--- src/rtl/tx_framing_packer_if.sv ---
// Descriptor, payload-beat and output-word bundle between the TX MAC producer,
// the framing packer and the byte-striping stage.
interface tx_framing_packer_if #(
  parameter int SYMBOL_WIDTH  = 8,
  parameter int OUT_BYTES     = 32,
  parameter int PACKET_LENGTH = 11,
  parameter int SEQ_WIDTH     = 12
);
  logic                                 i_Desc_Valid;
  logic                                 o_Desc_Ready;
  logic                                 i_Type;
  logic [PACKET_LENGTH-1:0]             i_Length;
  logic [SEQ_WIDTH-1:0]                 i_Seq;
  logic                                 i_Data_Valid;
  logic                                 o_Data_Ready;
  logic [0:4*SYMBOL_WIDTH-1]            i_Data;
  logic                                 o_Valid;
  logic                                 i_Out_Ready;
  logic [0:OUT_BYTES*SYMBOL_WIDTH-1]    o_Data;
  logic [5:0]                           o_Byte_Count;
  logic                                 o_SOP;
  logic                                 o_EOP;
  logic                                 o_Err;
  logic                                 o_Busy;

  modport master (
    output i_Desc_Valid, i_Type, i_Length, i_Seq, i_Data_Valid, i_Data, i_Out_Ready,
    input  o_Desc_Ready, o_Data_Ready, o_Valid, o_Data, o_Byte_Count, o_SOP, o_EOP,
           o_Err, o_Busy
  );

  modport slave (
    input  i_Desc_Valid, i_Type, i_Length, i_Seq, i_Data_Valid, i_Data, i_Out_Ready,
    output o_Desc_Ready, o_Data_Ready, o_Valid, o_Data, o_Byte_Count, o_SOP, o_EOP,
           o_Err, o_Busy
  );
endinterface

--- src/rtl/tx_framing_packer.sv ---
// TX framing packer: prepends the STP/SDP token to each packet and packs token plus
// DW payload into IDL-padded symbol words, every packet starting on a fresh word.
module tx_framing_packer #(
  parameter int                      SYMBOL_WIDTH  = 8,
  parameter int                      OUT_BYTES     = 32,
  parameter int                      PACKET_LENGTH = 11,
  parameter int                      SEQ_WIDTH     = 12,
  parameter logic [SYMBOL_WIDTH-1:0] IDL_SYMBOL    = 8'h00
) (
  input logic                CLK,
  input logic                RST,
  tx_framing_packer_if.slave bus
);
  localparam int                       WORD_BITS  = OUT_BYTES * SYMBOL_WIDTH;
  localparam logic [5:0]               FULL_PTR   = 6'(OUT_BYTES);
  localparam logic [PACKET_LENGTH-1:0] MAX_LEN    = PACKET_LENGTH'(1024);
  localparam logic [PACKET_LENGTH-1:0] DLLP_BEATS = PACKET_LENGTH'(2);

  typedef enum logic [1:0] {S_IDLE, S_PAYLOAD, S_DRAIN} state_t;

  state_t                   state_reg, state_next;
  logic [0:WORD_BITS-1]     buf_reg;
  logic [5:0]               ptr_reg;
  logic [PACKET_LENGTH-1:0] rem_reg;
  logic                     dllp_reg;
  logic                     first_reg;
  logic                     pending_reg;
  logic [5:0]               count_hold_reg;
  logic                     eop_hold_reg;
  logic                     valid_reg;
  logic [0:WORD_BITS-1]     data_out_reg;
  logic [5:0]               count_out_reg;
  logic                     sop_reg;
  logic                     eop_reg;
  logic                     err_reg;

  logic                     desc_ready;
  logic                     data_ready;
  logic                     desc_fire;
  logic                     beat_fire;
  logic                     desc_bad;
  logic [5:0]               beat_bytes;
  logic [5:0]               ptr_adv;
  logic [PACKET_LENGTH-1:0] rem_dec;
  logic                     last_beat;
  logic                     word_done;
  logic                     out_free;
  logic [0:WORD_BITS-1]     token_word;
  logic [0:WORD_BITS-1]     word_next;

  assign desc_ready = (state_reg == S_IDLE) && !pending_reg;
  assign data_ready = (state_reg == S_PAYLOAD) && !pending_reg;
  assign desc_fire  = bus.i_Desc_Valid && desc_ready;
  assign beat_fire  = bus.i_Data_Valid && data_ready;
  assign desc_bad   = bus.i_Type && ((bus.i_Length == '0) || (bus.i_Length > MAX_LEN));

  // The closing DLLP beat carries only two bytes so a DLLP always totals 8.
  assign beat_bytes = (dllp_reg && (rem_reg == PACKET_LENGTH'(1))) ? 6'd2 : 6'd4;
  assign ptr_adv    = ptr_reg + beat_bytes;
  assign rem_dec    = rem_reg - PACKET_LENGTH'(1);
  assign last_beat  = (rem_dec == '0);
  assign word_done  = beat_fire && ((ptr_adv == FULL_PTR) || last_beat);
  assign out_free   = !valid_reg || bus.i_Out_Ready;

  always_comb begin
    token_word = {OUT_BYTES{IDL_SYMBOL}};
    if (bus.i_Type) begin
      token_word[0  +: 8] = {bus.i_Length[3:0], 4'hF};
      token_word[8  +: 8] = {1'b0, bus.i_Length[10:4]};
      token_word[16 +: 8] = {4'h0, bus.i_Seq[11:8]};
      token_word[24 +: 8] = bus.i_Seq[7:0];
    end else begin
      token_word[0 +: 8] = 8'hF0;
      token_word[8 +: 8] = 8'hAC;
    end
  end

  // Word as it stands after the current beat: held bytes, new beat bytes, IDL above.
  genvar gi;
  generate
    for (gi = 0; gi < OUT_BYTES; gi++) begin : g_byte
      logic [1:0]              lane;
      logic [SYMBOL_WIDTH-1:0] sym;
      assign lane = 2'(gi) - ptr_reg[1:0];
      always_comb begin
        sym = IDL_SYMBOL;
        if (6'(gi) < ptr_reg)
          sym = buf_reg[gi*SYMBOL_WIDTH +: SYMBOL_WIDTH];
        else if (6'(gi) < ptr_adv)
          sym = bus.i_Data[lane*SYMBOL_WIDTH +: SYMBOL_WIDTH];
      end
      assign word_next[gi*SYMBOL_WIDTH +: SYMBOL_WIDTH] = sym;
    end
  endgenerate

  always_ff @(posedge CLK) begin
    if (RST) state_reg <= S_IDLE;
    else     state_reg <= state_next;
  end

  always_comb begin
    state_next = state_reg;
    case (state_reg)
      S_IDLE:    if (desc_fire && !desc_bad) state_next = S_PAYLOAD;
      S_PAYLOAD: if (word_done && last_beat) state_next = out_free ? S_IDLE : S_DRAIN;
      S_DRAIN:   if (pending_reg && out_free) state_next = S_IDLE;
      default:   state_next = S_IDLE;
    endcase
  end

  always_ff @(posedge CLK) begin
    if (RST) begin
      buf_reg        <= '0;
      ptr_reg        <= '0;
      rem_reg        <= '0;
      dllp_reg       <= 1'b0;
      first_reg      <= 1'b0;
      pending_reg    <= 1'b0;
      count_hold_reg <= '0;
      eop_hold_reg   <= 1'b0;
      valid_reg      <= 1'b0;
      data_out_reg   <= '0;
      count_out_reg  <= '0;
      sop_reg        <= 1'b0;
      eop_reg        <= 1'b0;
      err_reg        <= 1'b0;
    end else begin
      err_reg <= desc_fire && desc_bad;

      if (desc_fire && !desc_bad) begin
        buf_reg   <= token_word;
        ptr_reg   <= bus.i_Type ? 6'd4 : 6'd2;
        rem_reg   <= bus.i_Type ? bus.i_Length : DLLP_BEATS;
        dllp_reg  <= !bus.i_Type;
        first_reg <= 1'b1;
      end else if (beat_fire) begin
        buf_reg <= word_next;
        ptr_reg <= word_done ? 6'd0 : ptr_adv;
        rem_reg <= rem_dec;
        if (word_done && !out_free) begin
          pending_reg    <= 1'b1;
          count_hold_reg <= ptr_adv;
          eop_hold_reg   <= last_beat;
        end
      end

      // A completed word bypasses the pending stage when the output register is free,
      // which keeps word boundaries bubble-free at full rate.
      if (word_done && out_free) begin
        valid_reg     <= 1'b1;
        data_out_reg  <= word_next;
        count_out_reg <= ptr_adv;
        sop_reg       <= first_reg;
        eop_reg       <= last_beat;
        first_reg     <= 1'b0;
      end else if (pending_reg && out_free) begin
        valid_reg     <= 1'b1;
        data_out_reg  <= buf_reg;
        count_out_reg <= count_hold_reg;
        sop_reg       <= first_reg;
        eop_reg       <= eop_hold_reg;
        first_reg     <= 1'b0;
        pending_reg   <= 1'b0;
      end else if (bus.i_Out_Ready) begin
        valid_reg <= 1'b0;
      end
    end
  end

  assign bus.o_Desc_Ready = desc_ready;
  assign bus.o_Data_Ready = data_ready;
  assign bus.o_Valid      = valid_reg;
  assign bus.o_Data       = data_out_reg;
  assign bus.o_Byte_Count = count_out_reg;
  assign bus.o_SOP        = sop_reg;
  assign bus.o_EOP        = eop_reg;
  assign bus.o_Err        = err_reg;
  assign bus.o_Busy       = (state_reg != S_IDLE);
endmodule

--- src/flat_wrapper.sv ---
// flat-port wrapper written by rule: the top's interface ports become plain ports
module tx_framing_packer_flat 
#(
  parameter int                      SYMBOL_WIDTH  = 8,
  parameter int                      OUT_BYTES     = 32,
  parameter int                      PACKET_LENGTH = 11,
  parameter int                      SEQ_WIDTH     = 12,
  parameter logic [SYMBOL_WIDTH-1:0] IDL_SYMBOL    = 8'h00
)
  (CLK, RST, bus_i_Desc_Valid, bus_i_Type, bus_i_Length, bus_i_Seq, bus_i_Data_Valid, bus_i_Data, bus_i_Out_Ready, bus_o_Desc_Ready, bus_o_Data_Ready, bus_o_Valid, bus_o_Data, bus_o_Byte_Count, bus_o_SOP, bus_o_EOP, bus_o_Err, bus_o_Busy);
  tx_framing_packer_if #(.SYMBOL_WIDTH(SYMBOL_WIDTH), .OUT_BYTES(OUT_BYTES), .PACKET_LENGTH(PACKET_LENGTH), .SEQ_WIDTH(SEQ_WIDTH)) bus_i ();
  input logic CLK;
  input logic RST;
  input wire logic [$bits(bus_i.i_Desc_Valid)-1:0] bus_i_Desc_Valid;
  input wire logic [$bits(bus_i.i_Type)-1:0] bus_i_Type;
  input wire logic [$bits(bus_i.i_Length)-1:0] bus_i_Length;
  input wire logic [$bits(bus_i.i_Seq)-1:0] bus_i_Seq;
  input wire logic [$bits(bus_i.i_Data_Valid)-1:0] bus_i_Data_Valid;
  input wire logic [$bits(bus_i.i_Data)-1:0] bus_i_Data;
  input wire logic [$bits(bus_i.i_Out_Ready)-1:0] bus_i_Out_Ready;
  output wire logic [$bits(bus_i.o_Desc_Ready)-1:0] bus_o_Desc_Ready;
  output wire logic [$bits(bus_i.o_Data_Ready)-1:0] bus_o_Data_Ready;
  output wire logic [$bits(bus_i.o_Valid)-1:0] bus_o_Valid;
  output wire logic [$bits(bus_i.o_Data)-1:0] bus_o_Data;
  output wire logic [$bits(bus_i.o_Byte_Count)-1:0] bus_o_Byte_Count;
  output wire logic [$bits(bus_i.o_SOP)-1:0] bus_o_SOP;
  output wire logic [$bits(bus_i.o_EOP)-1:0] bus_o_EOP;
  output wire logic [$bits(bus_i.o_Err)-1:0] bus_o_Err;
  output wire logic [$bits(bus_i.o_Busy)-1:0] bus_o_Busy;
  assign bus_i.i_Desc_Valid = bus_i_Desc_Valid;
  assign bus_i.i_Type = bus_i_Type;
  assign bus_i.i_Length = bus_i_Length;
  assign bus_i.i_Seq = bus_i_Seq;
  assign bus_i.i_Data_Valid = bus_i_Data_Valid;
  assign bus_i.i_Data = bus_i_Data;
  assign bus_i.i_Out_Ready = bus_i_Out_Ready;
  assign bus_o_Desc_Ready = bus_i.o_Desc_Ready;
  assign bus_o_Data_Ready = bus_i.o_Data_Ready;
  assign bus_o_Valid = bus_i.o_Valid;
  assign bus_o_Data = bus_i.o_Data;
  assign bus_o_Byte_Count = bus_i.o_Byte_Count;
  assign bus_o_SOP = bus_i.o_SOP;
  assign bus_o_EOP = bus_i.o_EOP;
  assign bus_o_Err = bus_i.o_Err;
  assign bus_o_Busy = bus_i.o_Busy;
  tx_framing_packer #(.SYMBOL_WIDTH(SYMBOL_WIDTH), .OUT_BYTES(OUT_BYTES), .PACKET_LENGTH(PACKET_LENGTH), .SEQ_WIDTH(SEQ_WIDTH), .IDL_SYMBOL(IDL_SYMBOL)) u_core (.CLK(CLK), .RST(RST), .bus(bus_i));
endmodule
--- config.mk ---
export PLATFORM = sky130hd
export DESIGN_NAME = tx_framing_packer_flat
export DESIGN_NICKNAME = d
export VERILOG_FILES = /design/src/rtl/tx_framing_packer_if.sv /design/src/rtl/tx_framing_packer.sv /design/src/flat_wrapper.sv
export SDC_FILE = /design/constraint.sdc
export NUM_CORES = 1
export LEC_CHECK = 0
export CAP_MARGIN = 40
export CORE_MARGIN = 1
export CORE_UTILIZATION = 45
export DETAILED_ROUTE_END_ITERATION = 6
export GPL_TIMING_DRIVEN = 0
export PLACE_DENSITY = 0.75
export SKIP_LAST_GASP = 1
export SYNTH_ARGS = -nofsm -noshare
export SYNTH_HDL_FRONTEND = slang
export SYNTH_SLANG_ARGS = --single-unit
--- constraint.sdc ---
create_clock -name CLK -period 3.8 [get_ports CLK]
set_clock_uncertainty 0.1 [all_clocks]
set_input_delay 1.14 -clock CLK [delete_from_list [all_inputs] [get_ports CLK]]
set_output_delay 1.14 -clock CLK [all_outputs]
set_load 0.005 [all_outputs]
==> results by group, run 1 <==
Outcome
  – Status: complete, but fails checks
  – Violated checks: negative setup slack

Placed design
  – Port bufs: 328
  – DP Wirelength: 71700 µm
  – Routability cong.: 1.02
  – Place WS: -1.40 ns

Hold path
  – Hold path depth: 2
  – HP Class: register to register

Yosys
  – Most used DFF post-synth: dfxtp_1
  – Syn Nets: 2582
  – EDFF count, synth: 0
  – Synth cell types: 83
  – Largest area contributor in the netlist: dfxtp_1
  – Syn_area_per_cell: 9.04 µm²
  – Post-synthesis sequential area ratio: 48.3%
  – Netlist Area Pre-Place: 22700 µm²
  – Most common cell in the netlist: dfxtp_1
  – Yosys top cell area share: 48.3%
  – Yosys warning count: 0
  – Async S/R FF share, synth: 0%
  – Yosys reg bits: 548
  – Synth top area cells: dfxtp_1, a22oi_1, a221o_1
  – Syn Inst Count: 2515
  – Synth top cells by count: dfxtp_1, nor2_1, a22oi_1, nand2_1, a221o_1

STA
  – FMAX: 257 MHz
  – Worst-margin pin slew: 0.930 ns
  – RSZ-0062 raised after global routing: true
  – WHS: 0.338 ns
  – Final setup TNS: -0.996 ns
  – Slew headroom: 36.2%
  – Slew Limit Fails: 0
  – Final worst slack: -0.0863 ns
  – Hold Vio Cnt, Final: 0
  – # setup viols final: 28
  – Final worst path period share: 102%
  – Period minus WS final: 3.89 ns

Die
  – Row cnt: 82
  – IO Count: 330
  – Die span in y: 227 µm
  – Die W: 227 µm
  – Core area: 50000 µm²
  – Die area: 51400 µm²
  – Initial Utilization: 45.5%

Clock tree
  – Clk_lat worst skew: 0.64 ns
  – CTS tree: built
  – Clock Path Buffers: 3
  – Total CTS buffers: 55
  – H-tree levels: 2
  – Clock sinks: 548
  – Root Driver: clkbuf_16
  – Cts-stage hold buffer count: 0
  – Clock transition time at the flip-flop clock pins of the worst setup and hold paths: 0.06 ns

Routing
  – DR iter-0 viols: 2692
  – Via density: 6.37
  – Residual DRC: 0
  – Detail Route Antenna Nets: 0
  – Vias: 23400
  – Number of detailed-route iterations in the first pass: 7
  – Routed length per placed instance: 26.3 µm
  – Routed wire length: 96800 µm

Worst setup path
  – Worst Setup End Kind: register
  – Critical path fanouts, max: 10
  – Crit-path max cell delay: 0.56 ns
  – Crit Path Class: register to register
  – Reg2Reg Depth: 14
  – CP Launch Type: register
  – Critical Path RT: 4.27 ns
  – Critical path data arrival time: 4.36 ns
  – Slowest CP cell: or4_4
  – Crit-path cells: inv_4 > ha_2 > nand4b_1 > or4_4 > fa_2 > buf_8 > o311ai_4 > and4_4 > a21oi_4 > buf_12 > nor4_2 > buf_4 > buf_2 > a221o_1

Power and ir drop
  – Power per cell area: 428 nW/µm²
  – Power Internal: 0.00939 W
  – Clock power share: 43.7%
  – Seq pwr share: 45.5%
  – Comb power frac: 10.9%
  – Sw Share: 27.0%
  – P_sw: 0.00347 W
  – Peak VDD IR: 0.427 mV
  – Leakage Power: 10.9 nW

Layout
  – Share of cells above drive strength 1: 12.6%
  – Final design utilization: 60.1%
  – Area Growth Syn to Fin: 32.2%
  – Filler Cells Inserted: 4284
  – # nets final: 3022

Global route
  – Grt ovf: 0
  – Global Route Usage Sum: 36.5%
  – First-pass GRT wire length: 139000 µm
  – Vias in the first global route: 21900
  – Initial antenna violation count: 11
  – Largest net degree at the start of global routing: 18

Job
  – MaxCap Viol Count: 0
critical path: cells and delay by family (launching register included):
family / cells / cell delay [ns]
AOI/OAI and AO/OA: 3 / 0.73
adders and majority gates: 2 / 0.57
buffers and inverters: 5 / 0.78
DFF: 1 / 0.36
and+or+nand+nor: 4 / 1.27
timing repair:
action                                  4_1_cts  5_1_grt
resized for setup                           145      119
cloned                                        1        2
buffers inserted                             23       27
hold endpoints to repair                      0        0
endpoints found under the setup margin      519      468
pin swaps                                    14       18
path summary, 6_finish.rpt:
check / endpoint / startpoint / slack, ns
hold / removal: u_core.bus.o_Data[130] / u_core.bus.o_Data[130] / 0.34
setup reg to reg: u_core.bus.o_Data[120] / u_core.rem_reg[1] / -0.09
hold reg to reg: u_core.bus.o_Data[130] / u_core.bus.o_Data[130] / 0.34
setup / recovery: u_core.bus.o_Data[120] / u_core.rem_reg[1] / -0.09
per-stage QoR:
| step | total power [W] | std cells | instance area (µm²) |
|---|---|---|---|
| 6_report | 0.0129 | 3677 | 30100 |
| 5_1_grt | 0.0131 | 3676 | 30100 |
| 4_1_cts | 0.0127 | 3642 | 29500 |
| 3_5_place_dp | 0.00720 | 3528 | 27000 |
| 3_3_place_gp | 0.00717 | 3515 | 26900 |
| 2_1_floorplan | 0.00663 | 2515 | 22700 |
kinds of logic after synthesis:
| logic type | synth area share, % |
|---|---|
| compound gates | 25.0 |
| simple gates | 18.7 |
| other cells | 0.0165 |
| buf+inv | 4.08 |
| mux | 3.13 |
| fa+ha+maj | 0.363 |
| xor+xnor | 0.495 |
| flops | 48.3 |
per-layer routing:
| layer | vias up | global-route usage, % | wire length (µm) |
|---|---|---|---|
| met5 | - | 0 | 25 |
| met4 | 4 | 22.1 | 6330 |
| met3 | 353 | 8.11 | 10100 |
| met2 | 1577 | 55.7 | 42200 |
| met1 | 11300 | 46.9 | 38100 |
| li1 | 10200 | - | - |
power by group through the flow:
stage	clock, W	sequential [W]	combinational (W)
2_1_floorplan	0	0.00595	0.000672
3_3_place_gp	0	0.00597	0.00120
3_5_place_dp	0	0.00597	0.00124
4_1_cts	0.00561	0.00584	0.00129
5_1_grt	0.00585	0.00585	0.00143
6_report	0.00561	0.00584	0.00140
cells in the final DEF, fill, tap and decap left out, types with 14 or more instances in the layout:
cell type        Yosys  routed
a31oi_1             41      40
clkdlybuf4s50_1      0     328
and2_1             133     133
nand3_1             45      45
a22oi_1            239     239
a21oi_1            131     129
a32oi_1             23      21
o31ai_1             15      14
mux2_2              32      32
o21ai_0             26      26
nor3_1              80      76
buf_6                2      16
clkbuf_2             0      40
nand2_1            239     234
buf_2               45      28
clkbuf_16            0      57
and4_1              20      19
clkbuf_1           152      98
a221o_1            157     157
buf_4                3      70
mux2i_1             35      35
dfxtp_1            548     546
nor2_1             331     323
o21ai_1             24      18
final cells by class:
cell class | instances | area [µm²] | area share (%)
plain buffers | 202 | 1100 | 3.65
repair buffers | 395 | 3880 | 12.9
well taps | 672 | 841 | 2.80
clock inverters | 22 | 288 | 0.958
inverters | 11 | 43.8 | 0.146
flip-flops and latches | 548 | 11000 | 36.5
multi-input cells | 1742 | 11300 | 37.7
clock buffers | 76 | 1570 | 5.21
diodes | 9 | 22.5 | 0.0749
Power figures use the tool's default switching activity.
==> run 2: changes to the inputs <==
--- a/config.mk
+++ b/config.mk
@@ -5,6 +5,7 @@
 export SDC_FILE = /design/constraint.sdc
 export NUM_CORES = 1
 export LEC_CHECK = 0
+export ABC_AREA = 0
 export CAP_MARGIN = 40
 export CORE_MARGIN = 1
 export CORE_UTILIZATION = 45
==> results of run 2 <==
Final layout, timing and power as in run 1 (identical DEF).
